$ cat src/rtl/pipelined_chunk_adder_pkg.sv
// pipelined_chunk_adder_pkg: shared sizing helpers and types for the chunked
// pipelined adder (pipelined_chunk_adder, pca_stage, pipelined_chunk_adder_if).
package pipelined_chunk_adder_pkg;

    localparam int DEF_WIDTH = 16;
    localparam int DEF_CHUNK = 4;

    // Pipeline depth: one stage per CHUNK-bit slice.
    function automatic int stages_f(input int width, input int chunk);
        return (chunk < 1) ? 1 : width / chunk;
    endfunction

    // Legal geometry: positive slice, at least one slice, whole slices only.
    function automatic bit params_ok_f(input int width, input int chunk);
        return (chunk >= 1) && (width >= chunk) && ((width % chunk) == 0);
    endfunction

    // Payload width entering stage idx (0-based): both operands' remaining
    // slices plus the result bits already produced.
    function automatic int payload_w_f(input int width, input int chunk, input int idx);
        return 2 * width - idx * chunk;
    endfunction

    // Logical view of one stage's state at the default geometry.
    typedef struct packed {
        logic                 valid;
        logic                 carry;
        logic [DEF_WIDTH-1:0] res;
        logic [DEF_WIDTH-1:0] a_rem;
        logic [DEF_WIDTH-1:0] b_rem;
    } pca_payload_t;

endpackage

$ cat src/rtl/pipelined_chunk_adder_if.sv
// pipelined_chunk_adder_if: operand/result stream with valid/ready on both
// sides. sub_i exists only when PCA_SUB_EN is defined.
interface pipelined_chunk_adder_if
    import pipelined_chunk_adder_pkg::*;
#(
    parameter int WIDTH = DEF_WIDTH
);
    logic             valid_i;
    logic             ready_o;
    logic [WIDTH-1:0] data_1;
    logic [WIDTH-1:0] data_2;
    logic             carry_i;
`ifdef PCA_SUB_EN
    logic             sub_i;
`endif
    logic [WIDTH:0]   data_out;
    logic             valid_o;
    logic             ready_i;

`ifdef PCA_SUB_EN
    modport master (output valid_i, data_1, data_2, carry_i, sub_i, ready_i,
                    input  ready_o, data_out, valid_o);
    modport slave  (input  valid_i, data_1, data_2, carry_i, sub_i, ready_i,
                    output ready_o, data_out, valid_o);
`else
    modport master (output valid_i, data_1, data_2, carry_i, ready_i,
                    input  ready_o, data_out, valid_o);
    modport slave  (input  valid_i, data_1, data_2, carry_i, ready_i,
                    output ready_o, data_out, valid_o);
`endif

endinterface

$ cat src/rtl/pca_stage.sv
// pca_stage: one pipeline stage. Adds the lowest remaining operand slice plus
// the incoming carry and registers {a_hi, b_hi, result-so-far} with its carry.
// Payload layout, LSB first: result bits, then B's remaining slices, then A's.
module pca_stage
    import pipelined_chunk_adder_pkg::*;
#(
    parameter int WIDTH = DEF_WIDTH,
    parameter int CHUNK = DEF_CHUNK,
    parameter int IDX   = 0,
    localparam int IN_W  = payload_w_f(WIDTH, CHUNK, IDX),
    localparam int OUT_W = payload_w_f(WIDTH, CHUNK, IDX + 1)
) (
    input  logic             clk,
    input  logic             rst_n,
    input  logic             en_down_i,
    input  logic             valid_up_i,
    input  logic             carry_up_i,
    input  logic [IN_W-1:0]  pl_up_i,
    output logic             en_o,
    output logic             valid_o,
    output logic             carry_o,
    output logic [OUT_W-1:0] pl_o
);
    localparam int RES_IN_W = IDX * CHUNK;            // result bits already formed
    localparam int REM_IN_W = WIDTH - IDX * CHUNK;    // slices left per operand, incl. this one
    localparam int HI_W     = REM_IN_W - CHUNK;       // slices left after this stage

    // Masks let the first stage (no result yet) and the last stage (no
    // operands left) share one expression without zero-width slices.
    localparam logic [IN_W-1:0] ONE       = IN_W'(1);
    localparam logic [IN_W-1:0] RES_MASK  = (ONE << RES_IN_W) - ONE;
    localparam logic [IN_W-1:0] HI_ONES   = (ONE << HI_W) - ONE;
    localparam logic [IN_W-1:0] B_HI_MASK = HI_ONES << (RES_IN_W + CHUNK);
    localparam logic [IN_W-1:0] A_HI_MASK = HI_ONES << (RES_IN_W + REM_IN_W);

    logic             valid_q;
    logic             carry_q;
    logic [OUT_W-1:0] pl_q;
    logic [OUT_W-1:0] pl_d;
    logic [CHUNK:0]   sum;

    // Slice adder and repacking of the payload for the next stage.
    // NOTE: every variable here is assigned on every pass, so no latch is inferred.
    always_comb begin
        sum  = {1'b0, pl_up_i[RES_IN_W + REM_IN_W +: CHUNK]}
             + {1'b0, pl_up_i[RES_IN_W +: CHUNK]}
             + {{CHUNK{1'b0}}, carry_up_i};
        // B's upper slices keep their position; A's shift down by one slice.
        pl_d = OUT_W'((pl_up_i & RES_MASK)
                    | (IN_W'(sum[CHUNK-1:0]) << RES_IN_W)
                    | (pl_up_i & B_HI_MASK)
                    | ((pl_up_i >> CHUNK) & A_HI_MASK));
    end

    // Stage registers advance only when the stage is empty or drains downstream.
    // NOTE: non-blocking assignments so all stages update from pre-edge values.
    always_ff @(posedge clk or negedge rst_n) begin
        if (!rst_n) begin
            valid_q <= 1'b0;
            carry_q <= 1'b0;
            pl_q    <= '0;
        end else if (en_o) begin
            valid_q <= valid_up_i;
            carry_q <= sum[CHUNK];
            pl_q    <= pl_d;
        end
    end

    // An empty stage always accepts, which collapses bubbles under a stall.
    assign en_o    = !valid_q || en_down_i;
    assign valid_o = valid_q;
    assign carry_o = carry_q;
    assign pl_o    = pl_q;

endmodule

$ cat src/rtl/pipelined_chunk_adder.sv
// pipelined_chunk_adder: WIDTH-bit adder split into CHUNK-bit slices, one
// slice per stage, with valid/ready backpressure and bubble collapsing.
// Optional feature macro: PCA_SUB_EN adds sub_i (A - B, carry_i ignored).
module pipelined_chunk_adder
    import pipelined_chunk_adder_pkg::*;
#(
    parameter int WIDTH = DEF_WIDTH,
    parameter int CHUNK = DEF_CHUNK
) (
    input logic                    clk,
    input logic                    rst_n,
    pipelined_chunk_adder_if.slave bus
);
    localparam int STAGES = stages_f(WIDTH, CHUNK);

    if (!params_ok_f(WIDTH, CHUNK)) begin : g_param_err
        $error("pipelined_chunk_adder: WIDTH must be a positive multiple of CHUNK");
    end

    logic [WIDTH-1:0] b_eff;
    logic             cin;

    // Operand conditioning: subtraction is A + ~B + 1, folded in before stage 1.
    always_comb begin
`ifdef PCA_SUB_EN
        b_eff = bus.sub_i ? ~bus.data_2 : bus.data_2;
        cin   = bus.sub_i ? 1'b1 : bus.carry_i;
`else
        b_eff = bus.data_2;
        cin   = bus.carry_i;
`endif
    end

    for (genvar g = 0; g < STAGES; g++) begin : g_stage
        logic                                      en;
        logic                                      valid;
        logic                                      carry;
        logic [payload_w_f(WIDTH, CHUNK, g+1)-1:0] pl;
        logic                                      en_down;
        logic                                      valid_up;
        logic                                      carry_up;
        logic [payload_w_f(WIDTH, CHUNK, g)-1:0]   pl_up;

        if (g == 0) begin : g_src
            assign valid_up = bus.valid_i && en;
            assign carry_up = cin;
            assign pl_up    = {bus.data_1, b_eff};
        end else begin : g_src
            assign valid_up = g_stage[g-1].valid;
            assign carry_up = g_stage[g-1].carry;
            assign pl_up    = g_stage[g-1].pl;
        end

        if (g == STAGES - 1) begin : g_dst
            assign en_down = bus.ready_i;
        end else begin : g_dst
            assign en_down = g_stage[g+1].en;
        end

        pca_stage #(
            .WIDTH (WIDTH),
            .CHUNK (CHUNK),
            .IDX   (g)
        ) u_stage (
            .clk        (clk),
            .rst_n      (rst_n),
            .en_down_i  (en_down),
            .valid_up_i (valid_up),
            .carry_up_i (carry_up),
            .pl_up_i    (pl_up),
            .en_o       (en),
            .valid_o    (valid),
            .carry_o    (carry),
            .pl_o       (pl)
        );
    end

    // ready_o depends only on ready_i and the stage valid bits.
    assign bus.ready_o  = g_stage[0].en;
    assign bus.valid_o  = g_stage[STAGES-1].valid;
    assign bus.data_out = {g_stage[STAGES-1].carry, g_stage[STAGES-1].pl};

endmodule

$ cat src/flat_wrapper.sv
// flat-port wrapper written by rule: the top's interface ports become plain ports
module pipelined_chunk_adder_flat import pipelined_chunk_adder_pkg::*;
#(
    parameter int WIDTH = DEF_WIDTH,
    parameter int CHUNK = DEF_CHUNK
)
  (clk, rst_n, bus_valid_i, bus_data_1, bus_data_2, bus_carry_i, bus_ready_i, bus_ready_o, bus_data_out, bus_valid_o);
  pipelined_chunk_adder_if #(.WIDTH(WIDTH)) bus_i ();
  input logic clk;
  input logic rst_n;
  input wire logic [$bits(bus_i.valid_i)-1:0] bus_valid_i;
  input wire logic [$bits(bus_i.data_1)-1:0] bus_data_1;
  input wire logic [$bits(bus_i.data_2)-1:0] bus_data_2;
  input wire logic [$bits(bus_i.carry_i)-1:0] bus_carry_i;
  input wire logic [$bits(bus_i.ready_i)-1:0] bus_ready_i;
  output wire logic [$bits(bus_i.ready_o)-1:0] bus_ready_o;
  output wire logic [$bits(bus_i.data_out)-1:0] bus_data_out;
  output wire logic [$bits(bus_i.valid_o)-1:0] bus_valid_o;
  assign bus_i.valid_i = bus_valid_i;
  assign bus_i.data_1 = bus_data_1;
  assign bus_i.data_2 = bus_data_2;
  assign bus_i.carry_i = bus_carry_i;
  assign bus_i.ready_i = bus_ready_i;
  assign bus_ready_o = bus_i.ready_o;
  assign bus_data_out = bus_i.data_out;
  assign bus_valid_o = bus_i.valid_o;
  pipelined_chunk_adder #(.WIDTH(WIDTH), .CHUNK(CHUNK)) u_core (.clk(clk), .rst_n(rst_n), .bus(bus_i));
endmodule
$ cat config.mk
export PLATFORM = sky130hd
export DESIGN_NAME = pipelined_chunk_adder_flat
export DESIGN_NICKNAME = d
export VERILOG_FILES = /design/src/rtl/pipelined_chunk_adder_pkg.sv /design/src/rtl/pipelined_chunk_adder_if.sv /design/src/rtl/pca_stage.sv /design/src/rtl/pipelined_chunk_adder.sv /design/src/flat_wrapper.sv
export SDC_FILE = /design/constraint.sdc
export NUM_CORES = 1
export LEC_CHECK = 0
export CAP_MARGIN = 5
export CELL_PAD_IN_SITES_DETAIL_PLACEMENT = 0
export CELL_PAD_IN_SITES_GLOBAL_PLACEMENT = 2
export CORE_AREA = 2 2 104 106
export DETAILED_ROUTE_END_ITERATION = 7
export DIE_AREA = 0 0 106 108
export DONT_BUFFER_PORTS = 1
export PLACE_DENSITY = 0.89
export SYNTH_ARGS = -nofsm -noshare
export SYNTH_HDL_FRONTEND = slang
export SYNTH_SLANG_ARGS = --single-unit
$ cat constraint.sdc
create_clock -name clk -period 2.4 [get_ports clk]
set_clock_uncertainty 0.15 [all_clocks]
set_input_delay 0.72 -clock clk [delete_from_list [all_inputs] [get_ports clk]]
set_output_delay 0.72 -clock clk [all_outputs]
set_load 0.05 [all_outputs]
==> impl_metrics.tcl, run 1 <==
set metrics [dict create \
    synth.avg_cell_area_sq_um 11.55 \
    grt_max_degree 97 \
    drv_cap 0 \
    seq_area_frac_synth_pct 56.50 \
    end_kind "output port" \
    syn-cell-area_sq_mm 0.004252 \
    coreArea_sq_mm 0.01023 \
    clk_path_buf_depth 2 \
    firstDrtPassIters 4 \
    fin_crit_sh_pct 90.43 \
    min_path_type "input port to async pin" \
    start_util_pct 41.56 \
    drtIter0Drc 125 \
    fmax_ghz 0.4608 \
    async_flop_share_pct 100.0 \
    synthFlopType "dfrtp_1" \
    vias_per_cell 4.783 \
    r2r-start "u_core.g_stage[2].u_stage.pl_o[12]" \
    timing.hold.ws_ns -0.1014 \
    max_slew_margin_pct 66.59 \
    reg2reg_slack_ns 0.42 \
    path_cells "and4b_1 -> nand2_2" \
    wirelength_um 7316 \
    layout_common_cells "nand2_1 (111), dfrtp_1 (96), mux2_4 (26)" \
    diodes 0 \
    multi_input_area_sq_mm 0.001700 \
    dp_hpwl_um 5159 \
    fin_util_pct 44.94 \
    worstRegToRegCells 5 \
    post_cts_resized 0 \
    cts.root.buffer_cell "clkbuf_8" \
    layout.nets 429 \
    h-tree-depth 3 \
    fin_tns_setup_ns 0 \
    synth.distinct_cells 37 \
    numCtsBuffers 9 \
    place_congestion 0.7688 \
    grt_usage_pct 14.22 \
    crit_fanout 5 \
    hold_viol 96 \
    cts_setup_buffers 0 \
    synth_edf_count 0 \
    rows 37 \
    final_area_sq_mm 0.004598 \
    critPathLaunchType "flop" \
    grt_pass1_vias 2488 \
    grt.overflow.total 0 \
    status "complete, but fails checks" \
    violations "negative hold slack" \
    clk_transition_reported_paths_ns 0.09 \
    drt.antenna.violating_nets 0 \
    drc_errors 0 \
    worstPathArrival_ns 1.30 \
    io_pins 56 \
    cp_slowest_cell "dfrtp_1" \
    syn-instance-count 368 \
    die-area_sq_mm 0.01145 \
    regArea_sq_mm 0.002402 \
    r2r_end "u_core.g_stage[3].u_stage.carry_o" \
    worstPathRequired_ns 1.53 \
    drive_gt1_share_pct 17.55 \
    num_vias 2449 \
    pwr_density_cell_mw_per_mm2 1016 \
    grt_pass1_wl_um 12470 \
    finalMaxSlewViolations 0 \
    ys.warnings.count 0 \
    die_y_um 108 \
    layout_min_cycle_time_ns 2.170 \
    max_stage_delay_ns 0.42 \
    ir_worst_vdd_uv 410.3 \
    wire_per_inst_um 14.29 \
    cts_tree "yes" \
    final_common_cell "nand2_1" \
    die_w_um 106 \
    cts.sinks 96 \
    leakage_nw 2.257 \
    area_growth_pct 8.152 \
    placed_area_sq_mm 0.004393 \
    power.total_mw 4.674 \
    clkLatencyLatePin_ns 0.37 \
    numPortBuffers 0 \
    worst-slew-pin-transition_ns 0.5012 \
    antenna_found_initial 0 \
    rsz0062_at_grt "no" \
    syn_nets 425 \
    ys_ff_latch 96 \
    criticalPathCategory "flop to output port" \
    n_fill_cell 963 \
    setup_viol 0 \
]
==> stage by stage <==
stage	hold slack, ns	instances	setup slack (ns)
floorplan	0.2744	368	0.1894
global placement	0.2777	497	0.2287
detailed placement	0.2760	497	0.2009
CTS	-0.1375	512	0.1950
global route	-0.1469	512	0.1525
finish	-0.1014	512	0.2297
==> metal layers <==
metal	GRT usage, %	vias up	routed length (um)
met1	19.96	1177	3569
met4	7.331	0	136
li1	-	1210	-
met3	3.737	9	390
met2	20.37	53	3219
met5	0	-	0
==> Yosys cell counts, drive strengths merged (5+ instances only) <==
master | number | area share [%]
fa | 8 | 3.8
nor2 | 12 | 1.1
inv | 14 | 1.2
clkbuf | 6 | 0.53
ha | 12 | 3.5
mux2 | 40 | 13
nor2b | 5 | 0.74
dfrtp | 96 | 57
a21oi | 14 | 1.6
nand2b | 5 | 0.74
buf | 10 | 1.7
o21ai | 7 | 0.82
nand2 | 112 | 9.9
==> report_power, final <==
part           internal [mW]  total [mW]  switching (mW)  leakage [nW]
clock                  0.534        1.08           0.543        0.0976
combinational          0.439       0.851           0.412          1.03
sequential              2.01        2.75           0.734          1.13
total                   2.99        4.67            1.69          2.26
==> sequential cells by signal, indices dropped and copies added (netlist names) <==
name / cells
u_core.g_stage.u_stage.pl_o: 88
u_core.g_stage.u_stage.carry_o: 4
u_core.g_stage.u_stage.valid_o: 4
==> area by class of cell <==
cell class                      instances  area share (%)
Sequential cell                        96           52.24
Multi-Input combinational cell        242           36.98
Tap cell                              136           3.701
Clock buffer                           11           3.293
Timing Repair Buffer                    9           1.469
Clock inverter                          4           1.170
Inverter                               14           1.143
==> kinds of logic (layout without fill, tap and decap cells) <==
| kind of cell | Yosys count | in the layout | synth area share, % |
|---|---|---|---|
| compound gates | 29 | 29 | 3.973 |
| xor+xnor | 4 | 4 | 0.8242 |
| fa+ha+maj | 20 | 20 | 7.298 |
| buf+inv | 30 | 38 | 3.502 |
| flops | 96 | 96 | 56.50 |
| mux | 41 | 41 | 13.13 |
| simple gates | 148 | 148 | 14.77 |
==> how the worst max path moves through the flow <==
stage | start | to | slack [ns] | cells after the start
after floorplan | bus_ready_i | bus_ready_o | 0.19 | 4
after global routing | u_core.g_stage[2].u_stage.valid_o | bus_ready_o | 0.15 | 2
after global placement | bus_ready_i | u_core.g_stage[0].u_stage.pl_o[13] | 0.23 | 4
after CTS | u_core.g_stage[2].u_stage.valid_o | bus_ready_o | 0.19 | 2
after detailed placement | bus_ready_i | u_core.g_stage[0].u_stage.pl_o[25] | 0.20 | 4
final | u_core.g_stage[2].u_stage.valid_o | bus_ready_o | 0.23 | 2
==> critical path, delay by kind of cell (launching register included) <==
kind / cells / cell delay (ns)
simple gates: 2 / 0.51
flops: 1 / 0.42
(Power assumes the default switching activity.)
==> run 2, diff against run 1 <==
Settings changed: HOLD_SLACK_MARGIN set to 0.05.
==> results of run 2 <==
The final DEF is identical to that of run 1; final timing and power are the same.
==> run 3, diff against run 2 <==
Settings changed: CTS_BUF_LIST set to sky130_fd_sc_hd__clkbuf_16.
==> run 3 against run 2 <==
  * The flow still finishes with violations (negative hold slack)
  * Cell area rose by 1.8%
  * Flip-flop and latch count did not move
  * Critical path depth did not move
  * Combinational power barely moved
  * Cell count did not move
  * Register-to-register slack barely moved
  * Sequential share of layout area fell by 0.91 points
  * First-iteration DRC count fell by 26%
  * Sequential power barely moved
  * Global-route usage fell by 0.12 points
  * Clock-buffer cell count fell by 2
  * Power rose by 6.6%
  * Critical endpoint unchanged
  * Largest cell class unchanged
==> impl_metrics.tcl, run 3 (synthesis results as in run 1) <==
set metrics [dict create \
    status "complete, but fails checks" \
    violations "negative hold slack" \
    criticalPathCategory "flop to output port" \
    vias_per_cell 4.805 \
    finalMaxSlewViolations 0 \
    drv_cap 0 \
    drc_errors 0 \
    place_congestion 0.7688 \
    cp_top_family "simple AND/OR/NAND/NOR gates" \
    max_slew_margin_pct 66.60 \
    max_stage_delay_ns 0.41 \
    largest_reg_flops 88 \
    path_cells "and4b_1 -> nand2_2" \
    drive_gt1_share_pct 17.02 \
    die_w_um 106 \
    fin_tns_setup_ns 0 \
    cts_tree "yes" \
    layout.nets 429 \
    rows 37 \
    r2r-start "u_core.g_stage[2].u_stage.pl_o[12]" \
    dp_hpwl_um 5159 \
    critPathLaunchType "flop" \
    grt_pass1_vias 2487 \
    swShare_pct 34.73 \
    grt_pass1_wl_um 12460 \
    cp_slowest_cell "dfrtp_1" \
    worstPathRequired_ns 1.53 \
    die_y_um 108 \
    layout_min_cycle_time_ns 2.133 \
    setup_slack_ns 0.2672 \
    clk_path_buf_depth 2 \
    start_util_pct 41.56 \
    leakage_nw 2.292 \
    min_path_type "input port to async pin" \
    grt.overflow.total 0 \
    final_common_cell "nand2_1" \
    worstRegToRegCells 5 \
    layout_common_cells "nand2_1 (111), dfrtp_1 (96), mux2_4 (26)" \
    cts.sinks 96 \
    io_pins 56 \
    r2r_end "u_core.g_stage[3].u_stage.carry_o" \
    power.total_mw 4.981 \
    ir_worst_vdd_uv 483.7 \
    h-tree-depth 3 \
    post_cts_resized 0 \
    cts_setup_buffers 0 \
    worst-slew-pin-transition_ns 0.5009 \
    pre_cts_ws_ns 0.2009 \
    antenna_found_initial 0 \
    hold_viol 96 \
    crit_fanout 5 \
    combPwrFrac_pct 17.1 \
    fmax_ghz 0.4689 \
    fin_crit_sh_pct 88.87 \
    p_int_mw 3.251 \
    clkLatencyLatePin_ns 0.34 \
    die-area_sq_mm 0.01145 \
    rsz0062_at_grt "no" \
    drt.antenna.violating_nets 0 \
    crit_start "u_core.g_stage[2].u_stage.valid_o" \
    p_seq_share_pct 55.2 \
    crit_buf_inv 0 \
    timing.hold.ws_ns -0.07252 \
    wirelength_um 7313 \
    num_vias 2460 \
    numPortBuffers 0 \
    area_growth_pct 10.06 \
    diodes 0 \
    drtIter0Drc 92 \
    setup_viol 0 \
    power_frac_clock_pct 27.7 \
    reg2reg_slack_ns 0.43 \
    grt_usage_pct 14.10 \
    clk_transition_reported_paths_ns 0.06 \
    cts.root.buffer_cell "clkbuf_16" \
    firstDrtPassIters 4 \
    numCtsBuffers 9 \
    coreArea_sq_mm 0.01023 \
    grt_max_degree 97 \
    worst-path-stages 2 \
    p_switching_mw 1.730 \
    end_kind "output port" \
    worstPathArrival_ns 1.26 \
    wire_per_inst_um 14.28 \
    pwr_density_cell_mw_per_mm2 1064 \
]
## run 3: power groups by stage
stage	Combinational [mW]	Clock [mW]	Sequential, mW
floorplan	0.736	0	2.67
global placement	0.830	0	2.78
detailed placement	0.858	0	2.80
finish	0.851	1.38	2.75
global route	0.977	1.49	2.81
CTS	0.864	1.42	2.76
## run 3: worst max path at each step
| stage | end | slack [ns] |
|---|---|---|
| final | bus_ready_o | 0.27 |
| after global routing | bus_ready_o | 0.21 |
| after CTS | bus_ready_o | 0.24 |
| after detailed placement | u_core.g_stage[0].u_stage.pl_o[25] | 0.20 |
| after global placement | u_core.g_stage[0].u_stage.pl_o[13] | 0.23 |
| after floorplan | bus_ready_o | 0.19 |
## run 3: stage by stage
stage | instance area [sq um] | cells | hold slack, ns | utilization (%)
after floorplan | 4252 | 368 | 0.2744 | -
after global placement | 4393 | 497 | 0.2777 | 42.94
after detailed placement | 4393 | 497 | 0.2760 | 42.94
after CTS | 4679 | 512 | -0.09184 | 45.74
after global routing | 4679 | 512 | -0.09586 | 45.74
final | 4679 | 512 | -0.07252 | 45.74
## run 3: layer usage
metal,vias up,global-route usage [%],share of wire [%]
met1,1181,20.00,49
met3,8,3.556,5.4
li1,1214,-,-
met2,57,20.32,44
met5,-,0,0
met4,0,6.767,1.8
## run 3: final cells by class
class,instances,area (sq um)
fillers,954,5552
multi-input cells,242,1700
flip-flops and latches,96,2402
clock buffers,9,225.2
repair buffers,9,67.56
clock inverters,6,61.31
well taps,136,170.2
inverters,14,52.55
## run 3: worst register-to-register path: cells and delay by family, from the launching register on
family / cells / cell delay [ns]
AOI/OAI and AO/OA: 3 / 0.40
adders and majority gates: 2 / 0.91
DFF: 1 / 0.40
